## src/rtl/mdio_pkg.sv

```systemverilog
// MDIO master shared definitions: frame field encodings,
// state enumeration and frame-length constants.
package mdio_pkg;

    localparam logic [1:0] ST_C22 = 2'b01;
    localparam logic [1:0] ST_C45 = 2'b00;

    localparam logic [1:0] OP_C22_WR    = 2'b01;
    localparam logic [1:0] OP_C22_RD    = 2'b10;
    localparam logic [1:0] OP_C45_ADDR  = 2'b00;
    localparam logic [1:0] OP_C45_WR    = 2'b01;
    localparam logic [1:0] OP_C45_RD    = 2'b11;
    localparam logic [1:0] OP_C45_RDINC = 2'b10;

    localparam int HDR_BITS  = 14;
    localparam int TA_BITS   = 2;
    localparam int DATA_BITS = 16;

    typedef enum logic [2:0] {
        IDLE,
        PRE,
        HDR,
        TA,
        DATA,
        GAP,
        REJ
    } state_e;

    // What to do with mdio_i on the MDC rising edge of the bit on the bus
    typedef enum logic [1:0] {
        SMP_NONE,
        SMP_ERR,
        SMP_SHIFT
    } smp_e;

    // Every read-type opcode (C22 and C45) has OP[1] set
    function automatic logic is_read(input logic [1:0] op);
        return op[1];
    endfunction

endpackage

```

## src/rtl/mdio_clk_gen.sv

```systemverilog
// MDC generator: per-bit phase counter, MDC low for the first half
// of each bit and high for the second, with bit-start/sample strobes.
module mdio_clk_gen #(
    parameter int CLK_DIV = 80
) (
    input  logic clk,
    input  logic rst_n,
    input  logic en_i,
    output logic mdc_o,
    output logic bit_start_o,
    output logic sample_o
);

    localparam int PW = $clog2(CLK_DIV);
    localparam logic [PW-1:0] PH_LAST = PW'(CLK_DIV - 1);
    localparam logic [PW-1:0] PH_MID  = PW'(CLK_DIV / 2);

    logic [PW-1:0] ph_q;
    logic          mdc_q;

    assign bit_start_o = en_i && (ph_q == '0);
    assign sample_o    = en_i && (ph_q == PH_MID);
    assign mdc_o       = mdc_q;

    // Phase counter runs only while enabled; idle parks at ph=0, mdc=0
    always_ff @(posedge clk or negedge rst_n) begin
        if (!rst_n) begin
            ph_q  <= '0;
            mdc_q <= 1'b0;
        end else if (!en_i) begin
            ph_q  <= '0;
            mdc_q <= 1'b0;
        end else begin
            ph_q <= (ph_q == PH_LAST) ? '0 : ph_q + 1'b1;
            if (bit_start_o) begin
                mdc_q <= 1'b0;
            end else if (sample_o) begin
                mdc_q <= 1'b1;
            end
        end
    end

endmodule

```

## src/rtl/mdio_master_gen2.sv

```systemverilog
// MDIO management master: Clause 22 / Clause 45 frames to any PHY,
// valid/ready command in, one-cycle response pulse out.
module mdio_master_gen2
    import mdio_pkg::*;
#(
    parameter int CLK_DIV      = 80,
    parameter int PREAMBLE_LEN = 32,
    parameter int IDLE_GAP     = 1,
    parameter int C45_EN       = 1
) (
    input  logic        clk,
    input  logic        rst_n,
    input  logic        cmd_valid,
    output logic        cmd_ready,
    input  logic        cmd_c45,
    input  logic [1:0]  cmd_op,
    input  logic [4:0]  cmd_phyad,
    input  logic [4:0]  cmd_regad,
    input  logic [15:0] cmd_wdata,
    output logic        rsp_valid,
    output logic [15:0] rsp_rdata,
    output logic        rsp_err,
    output logic        busy,
    output logic        mdc,
    output logic        mdio_o,
    output logic        mdio_oe,
    input  logic        mdio_i
);

    localparam logic [7:0] PRE_LAST  = 8'(PREAMBLE_LEN - 1);
    localparam logic [7:0] HDR_LAST  = 8'(HDR_BITS - 1);
    localparam logic [7:0] TA_LAST   = 8'(TA_BITS - 1);
    localparam logic [7:0] DATA_LAST = 8'(DATA_BITS - 1);
    localparam logic [7:0] GAP_END   = 8'(IDLE_GAP);

    state_e        state_q;
    smp_e          smp_q;
    logic [7:0]    cnt_q;
    logic [13:0]   hdr_q;
    logic [13:0]   hdr_d;
    logic [15:0]   wdata_q;
    logic [15:0]   shift_q;
    logic          rd_q;
    logic          err_q;
    logic          cmd_ready_q;
    logic          busy_q;
    logic          rsp_valid_q;
    logic [15:0]   rsp_rdata_q;
    logic          rsp_err_q;
    logic          mdio_o_q;
    logic          mdio_oe_q;
    logic          en;
    logic          bit_start;
    logic          sample;

    assign hdr_d = {(cmd_c45 ? ST_C45 : ST_C22), cmd_op, cmd_phyad, cmd_regad};
    assign en    = (state_q != IDLE) && (state_q != REJ);

    mdio_clk_gen #(
        .CLK_DIV(CLK_DIV)
    ) u_clk_gen (
        .clk        (clk),
        .rst_n      (rst_n),
        .en_i       (en),
        .mdc_o      (mdc),
        .bit_start_o(bit_start),
        .sample_o   (sample)
    );

    assign cmd_ready = cmd_ready_q;
    assign busy      = busy_q;
    assign rsp_valid = rsp_valid_q;
    assign rsp_rdata = rsp_rdata_q;
    assign rsp_err   = rsp_err_q;
    assign mdio_o    = mdio_o_q;
    assign mdio_oe   = mdio_oe_q;

    // Frame sequencer: each bit_start puts the next frame bit on the bus
    always_ff @(posedge clk or negedge rst_n) begin
        if (!rst_n) begin
            state_q     <= IDLE;
            smp_q       <= SMP_NONE;
            cnt_q       <= '0;
            hdr_q       <= '0;
            wdata_q     <= '0;
            shift_q     <= '0;
            rd_q        <= 1'b0;
            err_q       <= 1'b0;
            cmd_ready_q <= 1'b1;
            busy_q      <= 1'b0;
            rsp_valid_q <= 1'b0;
            rsp_rdata_q <= '0;
            rsp_err_q   <= 1'b0;
            mdio_o_q    <= 1'b1;
            mdio_oe_q   <= 1'b0;
        end else begin
            rsp_valid_q <= 1'b0;
            if (sample) begin
                case (smp_q)
                    SMP_ERR:   err_q   <= mdio_i;
                    SMP_SHIFT: shift_q <= {shift_q[14:0], mdio_i};
                    default:   ;
                endcase
            end
            case (state_q)
                IDLE: begin
                    if (cmd_valid) begin
                        hdr_q       <= hdr_d;
                        wdata_q     <= cmd_wdata;
                        rd_q        <= is_read(cmd_op);
                        err_q       <= 1'b0;
                        shift_q     <= '0;
                        cnt_q       <= '0;
                        cmd_ready_q <= 1'b0;
                        busy_q      <= 1'b1;
                        if ((C45_EN == 0) && cmd_c45) begin
                            state_q <= REJ;
                        end else if (PREAMBLE_LEN == 0) begin
                            state_q <= HDR;
                        end else begin
                            state_q <= PRE;
                        end
                    end
                end
                REJ: begin
                    rsp_valid_q <= 1'b1;
                    rsp_err_q   <= 1'b1;
                    rsp_rdata_q <= '0;
                    cmd_ready_q <= 1'b1;
                    busy_q      <= 1'b0;
                    state_q     <= IDLE;
                end
                PRE: begin
                    if (bit_start) begin
                        mdio_o_q  <= 1'b1;
                        mdio_oe_q <= 1'b1;
                        smp_q     <= SMP_NONE;
                        if (cnt_q == PRE_LAST) begin
                            cnt_q   <= '0;
                            state_q <= HDR;
                        end else begin
                            cnt_q <= cnt_q + 8'd1;
                        end
                    end
                end
                HDR: begin
                    if (bit_start) begin
                        mdio_o_q  <= hdr_q[13];
                        mdio_oe_q <= 1'b1;
                        smp_q     <= SMP_NONE;
                        hdr_q     <= {hdr_q[12:0], 1'b0};
                        if (cnt_q == HDR_LAST) begin
                            cnt_q   <= '0;
                            state_q <= TA;
                        end else begin
                            cnt_q <= cnt_q + 8'd1;
                        end
                    end
                end
                TA: begin
                    if (bit_start) begin
                        if (rd_q) begin
                            mdio_o_q  <= 1'b1;
                            mdio_oe_q <= 1'b0;
                            smp_q     <= (cnt_q == TA_LAST) ? SMP_ERR : SMP_NONE;
                        end else begin
                            mdio_o_q  <= (cnt_q == '0);
                            mdio_oe_q <= 1'b1;
                            smp_q     <= SMP_NONE;
                        end
                        if (cnt_q == TA_LAST) begin
                            cnt_q   <= '0;
                            state_q <= DATA;
                        end else begin
                            cnt_q <= cnt_q + 8'd1;
                        end
                    end
                end
                DATA: begin
                    if (bit_start) begin
                        if (rd_q) begin
                            mdio_o_q  <= 1'b1;
                            mdio_oe_q <= 1'b0;
                            smp_q     <= SMP_SHIFT;
                        end else begin
                            mdio_o_q  <= wdata_q[15];
                            mdio_oe_q <= 1'b1;
                            smp_q     <= SMP_NONE;
                            wdata_q   <= {wdata_q[14:0], 1'b0};
                        end
                        if (cnt_q == DATA_LAST) begin
                            cnt_q   <= '0;
                            state_q <= GAP;
                        end else begin
                            cnt_q <= cnt_q + 8'd1;
                        end
                    end
                end
                GAP: begin
                    if (bit_start) begin
                        if (cnt_q == GAP_END) begin
                            cnt_q       <= '0;
                            cmd_ready_q <= 1'b1;
                            busy_q      <= 1'b0;
                            state_q     <= IDLE;
                        end else begin
                            if (cnt_q == '0) begin
                                mdio_o_q    <= 1'b1;
                                mdio_oe_q   <= 1'b0;
                                smp_q       <= SMP_NONE;
                                rsp_valid_q <= 1'b1;
                                rsp_rdata_q <= rd_q ? shift_q : 16'h0000;
                                rsp_err_q   <= rd_q & err_q;
                            end
                            cnt_q <= cnt_q + 8'd1;
                        end
                    end
                end
                default: begin
                    state_q <= IDLE;
                end
            endcase
        end
    end

endmodule

```

## config.mk

```make
export PLATFORM = sky130hd
export DESIGN_NAME = mdio_master_gen2
export DESIGN_NICKNAME = d
export VERILOG_FILES = /design/src/rtl/mdio_pkg.sv /design/src/rtl/mdio_clk_gen.sv /design/src/rtl/mdio_master_gen2.sv
export SDC_FILE = /design/constraint.sdc
export NUM_CORES = 1
export LEC_CHECK = 0
export ABC_AREA = 1
export CAP_MARGIN = 30
export CORE_ASPECT_RATIO = 1.75
export CORE_MARGIN = 5
export CORE_UTILIZATION = 55
export CTS_BUF_LIST = sky130_fd_sc_hd__clkbuf_8
export DETAILED_ROUTE_END_ITERATION = 16
export HOLD_SLACK_MARGIN = 0.05
export MAX_ROUTING_LAYER = met4
export PLACE_DENSITY = 0.79
export SETUP_SLACK_MARGIN = 0.15
export SYNTH_ARGS = -nofsm -noshare
export SYNTH_HDL_FRONTEND = slang
export SYNTH_SLANG_ARGS = --single-unit
export TNS_END_PERCENT = 5
```

## constraint.sdc

```tcl
create_clock -name clk -period 2 [get_ports clk]
set_input_delay 0.5 -clock clk [delete_from_list [all_inputs] [get_ports clk]]
set_output_delay 0.5 -clock clk [all_outputs]
set_load 0.05 [all_outputs]
```

==> flow_summary.ini <==
[floorplan]
placement_rows = 45
total_die_area_um2 = 10800
die_height_um = 134
die_boundary_width_um = 80.7
floorplan_core_area_um2 = 8610
io_pins = 56
initial_core_util = 0.559

[flow_run]
cap_viol_max_count = 0

[clock_network]
clock_tree.htree_level_count = 3
clock-sinks = 91
clk_path_buf_depth = 2
numCtsBuffers = 9
cts_root_buf = clkbuf_8
clk_pin_slew_worst_paths_ns = 0.10
cts_tree = yes
worst_skew_pair.late_latency_ns = 0.38

[route]
drt.antenna.violating_nets = 0
drt-initial-drc-count = 268
routed-via-count = 4441
routed_wire_length_per_instance_um = 13.4
post_drt_via_cell_ratio = 5.31
drt_pass1_iterations = 5
finalWirelength_um = 11200
drc_errors = 0

[global_route]
grt_pass1_vias = 4137
congestion_overflow_gr = 0
grt_start_max_net_pins = 38
all_layer_global_routing_usage = 0.215
antenna_found_initial = 0
first_pass_grt_wire_length_um = 17900

[setup_path]
max_stage_delay_ns = 0.40
cp-start-kind = register
crit_fanout = 7
r2r_slack_ns = 0.04
timing.rr.end = hdr_q[11]
kind_of_end_point_of_the_critical_path = register
start_of_the_worst_register_to_register_path = u_clk_gen.ph_q[1]
worst_case_reg_to_reg_path_depth = 11
crit_slowest_cell = dfrtp_1
cell_mode_on_critical_path = buf_6
worstPathArrival_ns = 2.26
cell_by_cell_trace_of_the_critical_path = inv_1 -> ha_2 -> inv_2 -> nor2_4 -> nand3_4 -> buf_6 -> buf_6 -> o21ai_4 -> clkbuf_16 -> nor2_2 -> a31oi_1
crit_type = register to register
data_required_critical_path_ns = 2.30

[sta]
tightest_slew_ns = 0.502
slew_violations = 0
timing.clock.skew_ns = 0.0141
slew_headroom = 0.665
setup_viol_count_final = 0
final.period_utilization = 0.980
rsz0062_at_grt = true
post-route-min-period_ns = 1.96
final_hold_viol_count = 0
max_freq_mhz = 510
holdWs_ns = 0.0903

[cells_and_area]
multi_input_area_um2 = 2190
antennaDiodeCount = 0
seq_area_um2 = 2280
finalNetCount = 754
post-route-util = 0.695
area_growth_syn_to_layout_pct = 24.3
n_fill_cell = 706
post_route_cells_drive_above_1_share = 0.144
final_cell_count_no_fill = 837

[placed_design]
place.port_buffers = 55
placed_cells = 812
routabilityCongestion = 0.959
place_hpwl_um = 7820

[logic_synthesis]
synth-main-ff-cell = dfrtp_1
synth-seq-area-share = 0.473
netlist_area_um2 = 4820
yosys_register_bits = 91
avgSynthCellArea_um2 = 7.48
synth_cell_type_count = 35
mappedNetlistNets = 683
synth_edf_count = 0
syn-instance-count = 644
share_of_synthesized_registers_carrying_an_async_set_or_reset = 1.00
yosysWarnings = 0

[min_path]
hold_path.class = input port to async pin

[pwr]
cellLeakagePower_nw = 3.12
worst_ir_drop_vdd_mv = 0.719
power_density_nw_per_um2 = 1290

[outcome]
run_status = completed
-- worst max path at each step --
stage | startpoint | to | slack, ns | cells after the start
finish | u_clk_gen.ph_q[1] | hdr_q[11] | 0.04 | 11
global route | u_clk_gen.ph_q[0] | hdr_q[11] | -0.04 | 11
CTS | u_clk_gen.ph_q[0] | hdr_q[5] | 0.14 | 10
detailed placement | u_clk_gen.ph_q[0] | state_q[0] | 0.1 | 12
global placement | cmd_valid | wdata_q[0] | 0.16 | 8
floorplan | u_clk_gen.ph_q[0] | wdata_q[10] | 0.32 | 10
-- power breakdown --
group / internal, mW / total, mW / switching (mW)
logic: 1.44 / 3.67 / 2.23
registers: 2.32 / 2.63 / 0.318
clock network: 0.730 / 1.44 / 0.711
-- routing by layer --
layer,vias up,track usage,routed length (um)
met4,0,0.0949,342
li1,2166,-,-
met3,31,0.0410,523
met2,121,0.371,5940
met5,-,-,0
met1,2123,0.236,4360
-- critical path, delay by kind of cell, from the launching register on --
kind / cells / cell delay, ns
DFF: 1 / 0.40
and+or+nand+nor: 3 / 0.31
buffers and inverters: 5 / 0.60
AOI/OAI and AO/OA: 2 / 0.40
adders and majority gates: 1 / 0.17
-- repair_timing --
item / CTS / global route
gates resized for setup: 13 / 23
pin swaps: 0 / 7
setup endpoints to repair: 15 / 60
cloned: 0 / 4
hold buffers: 0 / 0
buffers inserted: 0 / 5
-- cell families after synthesis --
logic type      count (synthesis)  synth area share
simple gates                  353             0.314
xor+xnor                        1           0.00182
flops                          91             0.473
buf+inv                        98            0.0870
fa+ha+maj                       6            0.0156
compound gates                 95             0.109
-- cells in the final DEF, fill, tap and decap left out, types with 3 or more instances in the layout --
master and n:
clkbuf_16 4, nor2_2 11, a31oi_1 10, nand3_1 26, nor3_1 5, buf_4 30
nand2_1 207, o21ai_1 25, clkdlybuf4s50_1 31, nor2_4 6, buf_12 5, dfrtp_1 87
o21ai_0 42, dlygate4sd2_1 10, nor2_1 73, clkbuf_8 9, nand4_1 6, nand2_4 3
o211ai_1 7, inv_1 69, nand2_2 4, inv_2 5, a21oi_1 7, nand3_2 4
ha_1 5
-- flip-flops by register name, indices dropped and copies added (netlist names), 2 cells and up --
signal,count
cnt_q,8
shift_q,16
u_clk_gen.ph_q,7
wdata_q,16
state_q,3
smp_q,2
rsp_rdata,16
hdr_q,14
-- stage by stage --
stage	power, mW	cell area (um^2)	TNS (ns)	setup WS, ns
2_1_floorplan	4.78	4820	0	0.316
6_report	7.74	5990	0	0.0394
4_1_cts	7.16	5760	0	0.142
3_3_place_gp	5.57	5530	0	0.160
3_5_place_dp	5.68	5530	0	0.0996
5_1_grt	8.29	5990	-0.276	-0.0410
-- synthesized netlist by cell type, types with 4 or more instances --
cell / count / share of area
nand3_1: 28 / 0.029
nand4_1: 6 / 0.0078
clkbuf_1: 6 / 0.0047
dfrtp_1: 89 / 0.46
nor2_2: 7 / 0.0091
a31oi_1: 11 / 0.014
nand2_1: 208 / 0.16
nor2_1: 81 / 0.063
o21ai_0: 44 / 0.046
a21oi_1: 7 / 0.0073
nor3_1: 5 / 0.0052
buf_2: 10 / 0.010
inv_1: 70 / 0.055
o211ai_1: 7 / 0.011
o21ai_1: 23 / 0.024
ha_1: 6 / 0.016
inv_2: 4 / 0.0031
-- final cells by class --
type | count | area share
Clock buffer | 9 | 0.0207
Clock inverter | 7 | 0.0180
Inverter | 76 | 0.0485
Multi-Input combinational cell | 455 | 0.366
Sequential cell | 91 | 0.381
Tap cell | 117 | 0.0244
Timing Repair Buffer | 82 | 0.141
Power figures use the tool's default switching activity.
